<file path="config.mk">
export PLATFORM = sky130hd
export DESIGN_NAME = bcd_conv_16b
export DESIGN_NICKNAME = d
export VERILOG_FILES = /design/src/rtl/bcd_conv_16b.sv
export SDC_FILE = /design/constraint.sdc
export NUM_CORES = 1
export LEC_CHECK = 0
export BUFFER_PORTS_ARGS = -buffer_cell sky130_fd_sc_hd__buf_2
export CORE_ASPECT_RATIO = 0.6
export CORE_MARGIN = 10
export CORE_UTILIZATION = 30
export CTS_CLUSTER_DIAMETER = 30
export DETAILED_ROUTE_END_ITERATION = 7
export PLACE_DENSITY = 0.48
export SLEW_MARGIN = 5
export SYNTH_ARGS = -nofsm -noshare
export SYNTH_HDL_FRONTEND = slang
export SYNTH_SLANG_ARGS = --single-unit
</file>
<file path="constraint.sdc">
create_clock -name clk -period 2.87 [get_ports clk]
set_input_delay 0.4305 -clock clk [delete_from_list [all_inputs] [get_ports clk]]
set_output_delay 0.4305 -clock clk [all_outputs]
set_load 0.02 [all_outputs]
</file>
<file path="src/rtl/bcd_conv_16b.sv">
// rtl/bcd_conv_16b.sv - sequential double-dabble converter for divider quotient/remainder
// Converts both captured operands in parallel; results publish only on completion.
module bcd_conv_16b #(
  parameter int WIDTH  = 16,
  parameter int DIGITS = 5
) (
  input  logic                  clk,
  input  logic                  rst_n,
  input  logic                  start,
  input  logic [WIDTH-1:0]      quot,
  input  logic [WIDTH-1:0]      rem,
  output logic                  ready,
  output logic [4*DIGITS-1:0]   quot_bcd,
  output logic [4*DIGITS-1:0]   rem_bcd,
  output logic                  inf
);

  localparam int BW = 4 * DIGITS;

  typedef enum logic {IDLE, CONV} state_t;

  state_t           state, state_nxt;
  logic [3:0]       cnt;
  logic             armed;
  logic             accept, done;
  logic [WIDTH-1:0] q_sr, r_sr, q_cap;
  logic [BW-1:0]    q_acc, r_acc, q_adj, r_adj, q_shift, r_shift;

  function automatic logic [BW-1:0] add3(input logic [BW-1:0] a);
    logic [BW-1:0] r;
    r = a;
    for (int d = 0; d < DIGITS; d++) begin
      if (a[4*d +: 4] >= 4'd5) r[4*d +: 4] = a[4*d +: 4] + 4'd3;
    end
    return r;
  endfunction

  // Adjust then shift in one cycle; the shifted value is also the final result.
  assign q_adj   = add3(q_acc);
  assign r_adj   = add3(r_acc);
  assign q_shift = {q_adj[BW-2:0], q_sr[WIDTH-1]};
  assign r_shift = {r_adj[BW-2:0], r_sr[WIDTH-1]};
  assign ready   = (state == IDLE);

  always_comb begin
    state_nxt = state;
    accept    = 1'b0;
    done      = 1'b0;
    case (state)
      IDLE: begin
        if (start && armed) begin
          accept    = 1'b1;
          state_nxt = CONV;
        end
      end
      CONV: begin
        if (cnt == 4'd15) begin
          done      = 1'b1;
          state_nxt = IDLE;
        end
      end
      default: state_nxt = IDLE;
    endcase
  end

  always_ff @(posedge clk) begin
    if (!rst_n) begin
      state    <= IDLE;
      cnt      <= 4'd0;
      armed    <= 1'b1;
      q_sr     <= '0;
      r_sr     <= '0;
      q_cap    <= '0;
      q_acc    <= '0;
      r_acc    <= '0;
      quot_bcd <= '0;
      rem_bcd  <= '0;
      inf      <= 1'b0;
    end else begin
      state <= state_nxt;
      if (state == IDLE && !start) armed <= 1'b1;
      if (accept) begin
        q_sr  <= quot;
        r_sr  <= rem;
        q_cap <= quot;
        q_acc <= '0;
        r_acc <= '0;
        cnt   <= 4'd0;
        armed <= 1'b0;
      end
      if (state == CONV) begin
        q_acc <= q_shift;
        r_acc <= r_shift;
        q_sr  <= {q_sr[WIDTH-2:0], 1'b0};
        r_sr  <= {r_sr[WIDTH-2:0], 1'b0};
        cnt   <= cnt + 4'd1;
      end
      if (done) begin
        quot_bcd <= q_shift;
        rem_bcd  <= r_shift;
        inf      <= (q_cap == {WIDTH{1'b1}});
      end
    end
  end

endmodule

</file>
==> results_dict.tcl <==
set metrics [dict create \
    p_sw_uw 1029 \
    drc_errors 0 \
    ctsRootBufferMaster "clkbuf_16" \
    hold_violations 0 \
    hp-class "in -> reg" \
    cts_buffer_depth 2 \
    synthesis.area_um2 5718 \
    whs_path_depth 3 \
    worst_slew_pin_slew_ps 644.0 \
    core_um2 18400 \
    wirelength_um 15660 \
    timing.setup.tns_ps 0 \
    cts-resized-gates 0 \
    diodes 0 \
    antenna_left 0 \
    ys_seq_area_share_pct 47.26 \
    critPathMaxFanout 42 \
    grt_overflow_total 0 \
    synth-xor-area-share_pct 1.685 \
    synth_area_leaders "dfxtp_1, a22o_1, nand2_1" \
    yosysMostFrequentCell "dfxtp_1" \
    num-nets-final 774 \
    async_flop_share_pct 0 \
    cp-start-kind "flop" \
    die_y_um 126.9 \
    synthSimpleGateAreaFrac_pct 18.64 \
    dr.pass1.iters 4 \
    synth_top_family_by_area "compound AO/OA/AOI/OAI gates" \
    io_pins 77 \
    synth_edf_count 0 \
    max_freq_mhz 454.3 \
    clk_latency_ps 410 \
    worst-r2r-setup-slack_ps 870 \
    critical_path_arrival_ps 1770 \
    synth_adder_area_share_pct 4.595 \
    grt_usage_pct 12.58 \
    die_x_um 198.2 \
    status "completed" \
    cp.required_ps 2440 \
    endpoint_kind "output port" \
    hold_end "q_cap[8]" \
    yosysTopAreaCell "dfxtp_1" \
    cts_tree "yes" \
    fin_cells 971 \
    intPower_uw 3393 \
    fin_ws_ps 668.6 \
    row_count 38 \
    setup-violations-final 0 \
    relSlewSlack_pct 56.95 \
    r2r_end "cnt[3]" \
    p_clk_share_pct 49.1 \
    period_needed_ps 2201 \
    clk_pin_slew_ps 60 \
    vias 4848 \
    grt_pass1_wl_um 25540 \
    final_layout_size_suffix_gt1_share_pct 16.83 \
    comb_power_share_pct 6.3 \
    synth_compound_area_share_pct 20.55 \
    finClkSkew_ps 11.67 \
    port_buffers 76 \
    dp.cells 939 \
    fin_crit_sh_pct 76.70 \
    grt_pass1_vias 4888 \
    synth_nets 710 \
    drt_first_iter_violations 435 \
    seqPwrFrac_pct 44.6 \
    synth_flop_cell "dfxtp_1" \
    yosys-top-cells-count "dfxtp_1, nand2_1, a21oi_1" \
    final_util_pct 37.26 \
    postSynthAreaPerCell_um2 8.743 \
    h-tree-depth 4 \
    yosysUniqueCellTypes 28 \
    synth_top_area_share_pct 47.26 \
    yosys_warnings 0 \
    avgRoutedWirePerCell_um 16.13 \
    power_leakage_uw 0.002719 \
    peakVddDrop_v 0.0003353 \
    viasPerCell 4.993 \
    clock-sinks 135 \
    cap_violations 0 \
    synth-seq-cells 135 \
    r2r_cells 5 \
    synthCells 654 \
    power-per-cell-area_nw_per_um2 644.9 \
    grt_max_degree 43 \
    place_ws_ps 784.2 \
    r2r_start "state" \
    min_from "quot[8]" \
    grt_setup_unrepaired "no" \
    slew_viol_final 0 \
    start_util_pct 31.08 \
    critPathKind "reg -> out" \
    place_hpwl_um 10890 \
    postCtsSetupBuffers 0 \
    die_area_um2 25160 \
    numCtsBuffers 17 \
    globalplace.congestion 0.7429 \
    sw_frac_of_total_pct 23.26 \
    cts_hold_buffers 0 \
    syn_to_final_growth_pct 19.91 \
    grt_antenna_before_repair 0 \
    synth.area.mux_share_pct 1.926 \
]
[power by group through the flow]
stage / clock, µW / combinational, µW / sequential [µW]
2_1_floorplan: 0 / 204 / 2000
3_3_place_gp: 0 / 276 / 2010
3_5_place_dp: 0 / 283 / 2010
4_1_cts: 2220 / 284 / 1970
5_1_grt: 2300 / 316 / 1980
6_report: 2170 / 278 / 1970
[placed cells by master, fill, tap and decap left out, types with 10 or more instances in the layout]
cell type / Yosys / final
nor3_1: 12 / 12
ha_1: 21 / 21
a21oi_1: 61 / 61
xnor2_1: 10 / 10
mux2i_1: 11 / 11
clkbuf_16: 0 / 17
inv_1: 22 / 21
nor2_1: 33 / 33
dfxtp_1: 135 / 135
nand2_1: 98 / 98
a311oi_1: 30 / 30
nand2b_1: 11 / 11
nor3b_1: 18 / 18
nand3_1: 47 / 47
o21ai_0: 46 / 46
a22o_1: 42 / 42
buf_4: 0 / 12
buf_2: 22 / 76
[cell type report]
cell class	instances	area, µm²
clock buffers	24	491.7
repair buffers	88	470.5
well taps	240	300.3
multi-input cells	453	2710
fillers	1835	11540
flip-flops and latches	135	2703
clock inverters	8	95.09
inverters	23	86.33
[critical path: stages (launching register included)]
cell,delay [ps]
dfxtp_1,400
inv_2,280
buf_4,420
buf_2,240
[flip-flops by register name (all words and copies together), names as in the netlist]
signal,count
r_acc,20
q_sr,16
cnt,4
quot_bcd,20
state,1
q_acc,20
inf,1
q_cap,16
r_sr,16
rem_bcd,20
armed,1
[worst max-delay path by stage]
stage | from | to | slack [ps]
after floorplan | cnt[0] | quot_bcd[14] | 1470
after global placement | start | cnt[3] | 850
after detailed placement | start | q_cap[1] | 780
after CTS | state | ready | 620
after global routing | state | ready | 520
final | state | ready | 670
[kinds of logic after synthesis]
group / count (synthesis)
DFF: 135
and+or+nand+nor: 230
AOI/OAI and AO/OA: 180
adders and majority gates: 21
muxes: 11
xor gates and xnor gates: 11
buffers and inverters: 66
[per-stage QoR]
step                area (µm²)  power [µW]  hold WS (ps)
floorplan                 5718        2204         436.2
global route              6857        4593         274.4
global placement          6270        2287         440.3
CTS                       6857        4479         255.4
finish                    6857        4422         274.2
detailed placement        6270        2295         445.5
[layer usage]
metal / up-vias / global-route usage [%] / wire [µm]
li1: 2455 / - / -
met1: 2309 / 16.82 / 7925
met2: 80 / 19.34 / 7018
met3: 4 / 3.565 / 668
met4: 0 / 3.510 / 46
met5: - / 0 / 0
No activity file was read; power rests on OpenSTA's default activity.
